### src/rtl/rst_seq_ctr_if.sv
// Bundle of the rst_seq_ctr lock/request inputs and its reset/status outputs.
// The master drives lock and request; the slave (the sequencer) drives resets and status.
interface rst_seq_ctr_if #(
   parameter int NUM_CH = 3
);
   logic              mmc_lock;
   logic              sw_rst_req;
   logic [NUM_CH-1:0] ch_rst;
   logic              seq_done;
   logic [7:0]        lock_lost_cnt;
   logic [1:0]        state_o;

   modport master (
      output mmc_lock, sw_rst_req,
      input  ch_rst, seq_done, lock_lost_cnt, state_o
   );

   modport slave (
      input  mmc_lock, sw_rst_req,
      output ch_rst, seq_done, lock_lost_cnt, state_o
   );
endinterface

### src/rtl/rst_seq_ctr.sv
// Staggered reset sequencer: filters MMCM lock, holds all channels, then releases them one per STEP_DLY.
// All outputs registered; lock loss reaches ch_rst 3 edges after the pin, sw_rst_req 1 edge after sampling.
module rst_seq_ctr #(
   parameter int NUM_CH     = 3,
   parameter int MIN_ASSERT = 16,
   parameter int LOCK_FILT  = 256,
   parameter int STEP_DLY   = 64,
   parameter int CNT_W      = 16
) (
   input  logic          sys_clk,
   input  logic          sys_rst_n,
   rst_seq_ctr_if.slave  bus
);
   localparam int K_W = (NUM_CH > 1) ? $clog2(NUM_CH) : 1;
   localparam logic [CNT_W-1:0] MA_LAST = CNT_W'(MIN_ASSERT - 1);
   localparam logic [CNT_W-1:0] LF_LAST = CNT_W'(LOCK_FILT - 1);
   localparam logic [CNT_W-1:0] SD_LAST = CNT_W'(STEP_DLY - 1);
   localparam logic [K_W-1:0]   K_LAST  = K_W'(NUM_CH - 1);

   typedef enum logic [1:0] {
      ST_ASSERT    = 2'd0,
      ST_WAIT_LOCK = 2'd1,
      ST_RELEASE   = 2'd2,
      ST_RUN       = 2'd3
   } state_t;

   state_t            state, state_nxt;
   logic              sync1, lock_s;
   logic [CNT_W-1:0]  cnt, cnt_nxt;
   logic [K_W-1:0]    k, k_nxt;
   logic [NUM_CH-1:0] ch_rst_q, ch_rst_nxt;
   logic              seq_done_q, seq_done_nxt;
   logic [7:0]        lost_q, lost_nxt;

   always_ff @(posedge sys_clk or negedge sys_rst_n) begin
      if (!sys_rst_n) begin
         sync1  <= 1'b0;
         lock_s <= 1'b0;
      end else begin
         sync1  <= bus.mmc_lock;
         lock_s <= sync1;
      end
   end

   always_ff @(posedge sys_clk or negedge sys_rst_n) begin
      if (!sys_rst_n) begin
         state      <= ST_ASSERT;
         cnt        <= '0;
         k          <= '0;
         ch_rst_q   <= '1;
         seq_done_q <= 1'b0;
         lost_q     <= 8'd0;
      end else begin
         state      <= state_nxt;
         cnt        <= cnt_nxt;
         k          <= k_nxt;
         ch_rst_q   <= ch_rst_nxt;
         seq_done_q <= seq_done_nxt;
         lost_q     <= lost_nxt;
      end
   end

   always_comb begin
      state_nxt    = state;
      cnt_nxt      = cnt;
      k_nxt        = k;
      ch_rst_nxt   = ch_rst_q;
      seq_done_nxt = 1'b0;
      lost_nxt     = lost_q;
      case (state)
         ST_ASSERT: begin
            if (bus.sw_rst_req) begin
               cnt_nxt = '0;
            end else if (cnt == MA_LAST) begin
               state_nxt = ST_WAIT_LOCK;
               cnt_nxt   = '0;
            end else begin
               cnt_nxt = cnt + CNT_W'(1);
            end
         end
         ST_WAIT_LOCK: begin
            if (bus.sw_rst_req) begin
               state_nxt = ST_ASSERT;
               cnt_nxt   = '0;
            end else if (!lock_s) begin
               cnt_nxt = '0;
            end else if (cnt == LF_LAST) begin
               state_nxt = ST_RELEASE;
               cnt_nxt   = '0;
               k_nxt     = '0;
            end else begin
               cnt_nxt = cnt + CNT_W'(1);
            end
         end
         ST_RELEASE, ST_RUN: begin
            // Lock loss wins over a coincident software request so it is always counted.
            if (!lock_s) begin
               state_nxt = ST_ASSERT;
               cnt_nxt   = '0;
               k_nxt     = '0;
               if (lost_q != 8'hFF) lost_nxt = lost_q + 8'd1;
            end else if (bus.sw_rst_req) begin
               state_nxt = ST_ASSERT;
               cnt_nxt   = '0;
               k_nxt     = '0;
            end else if (state == ST_RELEASE) begin
               if (cnt == SD_LAST) begin
                  ch_rst_nxt[k] = 1'b0;
                  cnt_nxt       = '0;
                  if (k == K_LAST) begin
                     state_nxt = ST_RUN;
                     k_nxt     = '0;
                  end else begin
                     k_nxt = k + K_W'(1);
                  end
               end else begin
                  cnt_nxt = cnt + CNT_W'(1);
               end
            end
         end
         default: state_nxt = ST_ASSERT;
      endcase
      if (state_nxt == ST_ASSERT || state_nxt == ST_WAIT_LOCK) ch_rst_nxt = '1;
      seq_done_nxt = (state_nxt == ST_RUN);
   end

   assign bus.ch_rst        = ch_rst_q;
   assign bus.seq_done      = seq_done_q;
   assign bus.lock_lost_cnt = lost_q;
   assign bus.state_o       = state;
endmodule

### src/flat_wrapper.sv
// flat-port wrapper written by rule: the top's interface ports become plain ports
module rst_seq_ctr_flat 
#(
   parameter int NUM_CH     = 3,
   parameter int MIN_ASSERT = 16,
   parameter int LOCK_FILT  = 256,
   parameter int STEP_DLY   = 64,
   parameter int CNT_W      = 16
)
  (sys_clk, sys_rst_n, bus_mmc_lock, bus_sw_rst_req, bus_ch_rst, bus_seq_done, bus_lock_lost_cnt, bus_state_o);
  rst_seq_ctr_if #(.NUM_CH(NUM_CH)) bus_i ();
  input  logic sys_clk;
  input  logic sys_rst_n;
  input wire logic [$bits(bus_i.mmc_lock)-1:0] bus_mmc_lock;
  input wire logic [$bits(bus_i.sw_rst_req)-1:0] bus_sw_rst_req;
  output wire logic [$bits(bus_i.ch_rst)-1:0] bus_ch_rst;
  output wire logic [$bits(bus_i.seq_done)-1:0] bus_seq_done;
  output wire logic [$bits(bus_i.lock_lost_cnt)-1:0] bus_lock_lost_cnt;
  output wire logic [$bits(bus_i.state_o)-1:0] bus_state_o;
  assign bus_i.mmc_lock = bus_mmc_lock;
  assign bus_i.sw_rst_req = bus_sw_rst_req;
  assign bus_ch_rst = bus_i.ch_rst;
  assign bus_seq_done = bus_i.seq_done;
  assign bus_lock_lost_cnt = bus_i.lock_lost_cnt;
  assign bus_state_o = bus_i.state_o;
  rst_seq_ctr #(.NUM_CH(NUM_CH), .MIN_ASSERT(MIN_ASSERT), .LOCK_FILT(LOCK_FILT), .STEP_DLY(STEP_DLY), .CNT_W(CNT_W)) u_core (.sys_clk(sys_clk), .sys_rst_n(sys_rst_n), .bus(bus_i));
endmodule
### config.mk
export PLATFORM = sky130hd
export DESIGN_NAME = rst_seq_ctr_flat
export DESIGN_NICKNAME = d
export VERILOG_FILES = /design/src/rtl/rst_seq_ctr_if.sv /design/src/rtl/rst_seq_ctr.sv /design/src/flat_wrapper.sv
export SDC_FILE = /design/constraint.sdc
export NUM_CORES = 1
export LEC_CHECK = 0
export BUFFER_PORTS_ARGS = -buffer_cell sky130_fd_sc_hd__buf_2
export CAP_MARGIN = 10
export CORE_MARGIN = 2
export CORE_UTILIZATION = 35
export CTS_CLUSTER_SIZE = 40
export DETAILED_ROUTE_END_ITERATION = 6
export GPL_TIMING_DRIVEN = 0
export RECOVER_POWER = 50
export SETUP_SLACK_MARGIN = 0.05
export SYNTH_ARGS = -nofsm -noshare
export SYNTH_HDL_FRONTEND = slang
export SYNTH_SLANG_ARGS = --single-unit
### constraint.sdc
create_clock -name sys_clk -period 1.9 [get_ports sys_clk]
set_input_delay 0.285 -clock sys_clk [delete_from_list [all_inputs] [get_ports sys_clk]]
set_output_delay 0.285 -clock sys_clk [all_outputs]
set_load 0.02 [all_outputs]
* Word level (Yosys, flattened, before mapping)
Index checks and enable logic that the tools add are counted.
** Word-level totals
- Input bits :: 4
- Register bits :: 34
- Logic and storage cells :: 83
- Output and inout bits :: 14
** Operators by class
- Magnitude comparators :: 2
- Reductions and logical operators :: 13
- Add/subtract/negate cells :: 3
- Bitwise operators :: 3
- Eq/ne operators :: 16
- Mux-type cells :: 38
** Operator list (number)
- $mux W16 :: 9
- $pmux W16 S3 :: 1
- $mux W2 :: 18
- $mux W3 :: 6
- $add A16 B1 Y16 const B :: 1
- $eq A16 B4 Y1 const B :: 1
- $eq A16 B6 Y1 const B :: 1
- $eq A16 B8 Y1 const B :: 1
- $reduce_bool A2 Y1 :: 5
- $add A8 B1 Y8 const B :: 1
- $eq A2 B2 Y1 const B :: 4
- $ne A4 B4 Y1 const B :: 2
- $ne A8 B8 Y1 const B :: 1
- $ne A2 B1 Y1 const B :: 3
- $pmux W2 S3 :: 1
- $reduce_and A6 Y1 :: 1
- $reduce_and A5 Y1 :: 1
- $eq A2 B1 Y1 const B :: 2
- $logic_not A2 Y1 :: 2
- $pmux W2 S2 :: 1
- $and A3 B3 Y3 :: 1
- $lt A2 B3 Y1 const B :: 1
- $not A3 Y3 :: 1
- $reduce_and A3 Y1 :: 1
- other kinds (9) :: 9

* Depth between registers and ports, before layout
- Depth in word-level cells :: 12
- Mapped depth :: 7
- Gate-level depth less buffers :: 5

* Worst setup path after synthesis
No wires, ideal clock.
- Path type :: flip-flop to flip-flop
- Start point :: register u_core.cnt[9]
- End point :: register u_core.cnt[13]
- Library setup time :: 0.133 ns
- Path slack :: 0.281 ns
- Path buffers :: 1
- Arrival time :: 1.486 ns
- Stages on the path, launching flop included :: 6
- Required time :: 1.767 ns
- Clock period less this slack :: 1.619 ns
- Cell sequence :: dfrtp_1 -> nor4_4 -> nand4_2 -> a22oi_4 -> buf_6 -> a22oi_2
** On the way
- Longest elaborated chain between the ends :: 6
- Elaborated cells between the ends (all ways) :: 14
- Those cells by class :: 1 x add/sub; 3 x eq/ne; 10 x mux
** RTL lines
- start, declared :: line rst_seq_ctr.sv:29 : logic [CNT_W-1:0] cnt, cnt_nxt;
- start signal, assigned :: line rst_seq_ctr.sv:55 : cnt <= cnt_nxt;
- $add A16 B1 Y16 or $eq A16 B6 Y1 (tied branches)
- $mux W16 :: line rst_seq_ctr.sv:107 : if (cnt == SD_LAST) begin
- $mux W16 :: line rst_seq_ctr.sv:106 : end else if (state == ST_RELEASE) begin
- $mux W16 :: line rst_seq_ctr.sv:102 : end else if (bus.sw_rst_req) begin
- $mux W16 :: line rst_seq_ctr.sv:97 : if (!lock_s) begin
- $pmux W16 S3 * :: line rst_seq_ctr.sv:70 : case (state)
Every way passes the cells marked *; elsewhere a longest branch is shown, timed or not. The select of a mux whose other input is x is not followed.
A chain may end at the register's enable or synchronous reset.

* Worst setup path after layout
- Start point :: register u_core.cnt[0]
- End point :: register u_core.cnt[10]
The elaborated chain is that of the path after synthesis.

==> results_dict.tcl <==
set metrics [dict create \
    outcome "finished clean" \
    path_class "reg -> reg" \
    worstPathRequired_ns 2.11 \
    numCtsBuffers 5 \
    r2r-end "u_core.cnt[10]$_DFFE_PN0N_" \
    ys_types 44 \
    fin_crit_sh_pct 91.0 \
    drc 0 \
    cts_tree "yes" \
    peakVddDrop_mv 0.424 \
    clock_path_buffers 2 \
    timing.setup.tns_ns 0 \
    port_buffers 17 \
    gp_congestion 0.817 \
    insertedDiodeCount 0 \
    end_kind "flip-flop" \
    clkLatencyLatePin_ns 0.29 \
    syn_area_um2 1850 \
    htreeDepth 2 \
    cts_hold_buf 0 \
    ios 18 \
    antenna_left 0 \
    slew_violations 0 \
    wl_met2_mm 1.82 \
    num_rows 26 \
    rr_worst_depth 7 \
    slew_headroom_pct 43.5 \
    via_per_inst 5.37 \
    root_buffer "clkbuf_8" \
    dp_hpwl_mm 2.70 \
    grt_pass1_vias 1485 \
    setup_viol 0 \
    r2r_slack_ns 0.17 \
    fin_total_pwr_w 0.00160 \
    wl_per_cell_um 13.9 \
    dr_total_vias 1503 \
    start_kind "flip-flop" \
    post-route-util_pct 43.0 \
    die_area_um2 5870 \
    cap_violations 0 \
    leakagePower_nw 0.898 \
    clock_sinks 34 \
    clk_pin_slew_ns 0.08 \
    top_layer_used "met4" \
    worst-slew-pin-transition_ns 0.847 \
    dr.pass1.iters 4 \
    start_util_pct 36.1 \
    initialDrtViolationCount 79 \
    grt_pass1_wl_mm 6.72 \
    period_minus_slack_ns 1.73 \
    r2r-start "u_core.cnt[0]$_DFFE_PN0N_" \
    fin_skew_ns 0.00643 \
    synth_edf_count 0 \
    yosysSeqAreaShare_pct 46.3 \
    coreArea_um2 5110 \
    ys_async_sr_fraction_pct 100 \
    antenna_found_initial 0 \
    drive_above_1_share_pct 21.4 \
    grt_max_degree 35 \
    cp_max_fo 9 \
    worst_ep_arrival_time_ns 1.94 \
    die_y_um 76.6 \
    layout_common_cells "dfrtp_1, nand2_1, buf_2, nand4_1, nand3_1" \
    fillers 508 \
    synth-main-ff-cell "dfrtp_1" \
    ys_ff_latch 34 \
    layout_commonest_cell "dfrtp_1" \
    syn_nets 187 \
    rsz0062_at_grt "no" \
    hold_viol_final 0 \
    drt-met1-wl_mm 1.90 \
    synth.avg_cell_area_um2 10.2 \
    hold_class "in -> async" \
    grtUsageTotal_pct 14.3 \
    clock.fmax_mhz 578 \
    wl_mm 3.90 \
    synth_cells 181 \
    layout.nets 215 \
    fp.dieW_um 76.6 \
    grt-ovfl-total 0 \
    dr_wl_met3_um 122 \
    syn2layout_area_growth_pct 19.0 \
    yosys_warnings 0 \
    p_per_area_nw_per_um2 728 \
]
==> cells in the mapped netlist, types with 2 or more instances <==
library cell	count	area, um^2
a21oi_1	11	55.1
a22oi_1	4	30.0
a31oi_1	3	18.8
and2_1	3	18.8
and3_1	3	18.8
and4_1	5	43.8
buf_2	3	15.0
clkbuf_1	2	7.51
dfrtp_1	31	776
dfstp_2	3	78.8
ha_1	2	25.0
inv_1	6	22.5
mux2i_1	2	20.0
nand2_1	14	52.6
nand3_1	12	60.1
nand4_1	13	81.3
nand4_2	2	25.0
nand4b_1	2	17.5
nor2_1	4	15.0
nor2b_1	2	12.5
nor3_1	6	30.0
nor4_4	2	42.5
o211ai_1	2	15.0
o21ai_0	5	25.0
o21bai_1	2	15.0
o41ai_1	3	26.3
or3_1	3	18.8
xnor2_1	5	43.8
xor2_1	11	96.3
==> state kept, by name (all words and copies together) (netlist names) <==
register                  flops
u_core.bus.ch_rst             3
u_core.bus.lock_lost_cnt      8
u_core.bus.seq_done           1
u_core.bus.state_o            2
u_core.cnt                   16
u_core.k                      2
u_core.lock_s                 1
u_core.sync1                  1
==> cell families after synthesis <==
logic type               synth area share, %
multiplexers                            1.08
flip-flops                              46.3
buffers and inverters                   3.46
XOR/XNOR                                7.59
adder cells (fa/ha/maj)                 1.36
AND/OR/NAND/NOR                         25.4
AO/OA/AOI/OAI                           14.8
==> worst max-delay path by stage <==
stage | start | to | depth (start not counted)
floorplan | u_core.cnt[9]$_DFFE_PN0N_ | u_core.cnt[13]$_DFFE_PN0N_ | 5
global placement | u_core.cnt[9]$_DFFE_PN0N_ | u_core.cnt[13]$_DFFE_PN0N_ | 5
detailed placement | u_core.cnt[9]$_DFFE_PN0N_ | u_core.cnt[13]$_DFFE_PN0N_ | 5
CTS | u_core.cnt[0]$_DFFE_PN0N_ | u_core.cnt[13]$_DFFE_PN0N_ | 7
global route | u_core.cnt[0]$_DFFE_PN0N_ | u_core.cnt[13]$_DFFE_PN0N_ | 7
finish | u_core.cnt[0]$_DFFE_PN0N_ | u_core.cnt[10]$_DFFE_PN0N_ | 7
==> per-layer routing <==
metal  track usage (%)  vias to the layer above
met5                 0                        -
met4              4.91                        0
met3              3.67                        6
met2              23.3                       25
met1              18.5                      737
li1                  -                      735
==> through the flow <==
stage | cell area, um^2 | worst slack, ns | hold slack [ns] | instances
2_1_floorplan | 1850 | 0.281 | -0.0106 | 181
3_3_place_gp | 2020 | 0.0477 | 0.335 | 268
3_5_place_dp | 2020 | 0.0447 | 0.341 | 268
4_1_cts | 2150 | 0.0648 | 0.0795 | 278
5_1_grt | 2200 | 0.0410 | 0.0817 | 280
6_report | 2200 | 0.170 | 0.0798 | 280
==> critical path: stages (launching register included) <==
cell	delay, ns
dfrtp_2	0.44
ha_1	0.21
and3_1	0.17
clkbuf_4	0.19
nand4_1	0.15
o211ai_2	0.13
buf_4	0.18
a22oi_1	0.18
==> area by class of cell <==
type	count	area [um^2]	area share [%]
inverter	6	22.5	1.03
multi-input combinational	134	960	43.7
sequential	34	856	39.0
clock buffer	5	68.8	3.13
buffer	7	47.5	2.17
timing repair buffer	21	109	4.96
tap	70	87.6	3.99
clock inverter	3	45.0	2.05
==> report_power, final <==
group          switching [W]  internal (W)  total (W)
clock               0.000292      0.000390   0.000682
sequential         0.0000327      0.000756   0.000788
combinational      0.0000719     0.0000561   0.000128
==> what timing repair did <==
action                                  in CTS  in global routing
gates resized for setup                      0                  9
endpoints found under the setup margin       8                 21
pin swaps                                    3                  2
hold endpoints to repair                     0                  0
buffers inserted                             2                  2
(Power assumes the default switching activity.)
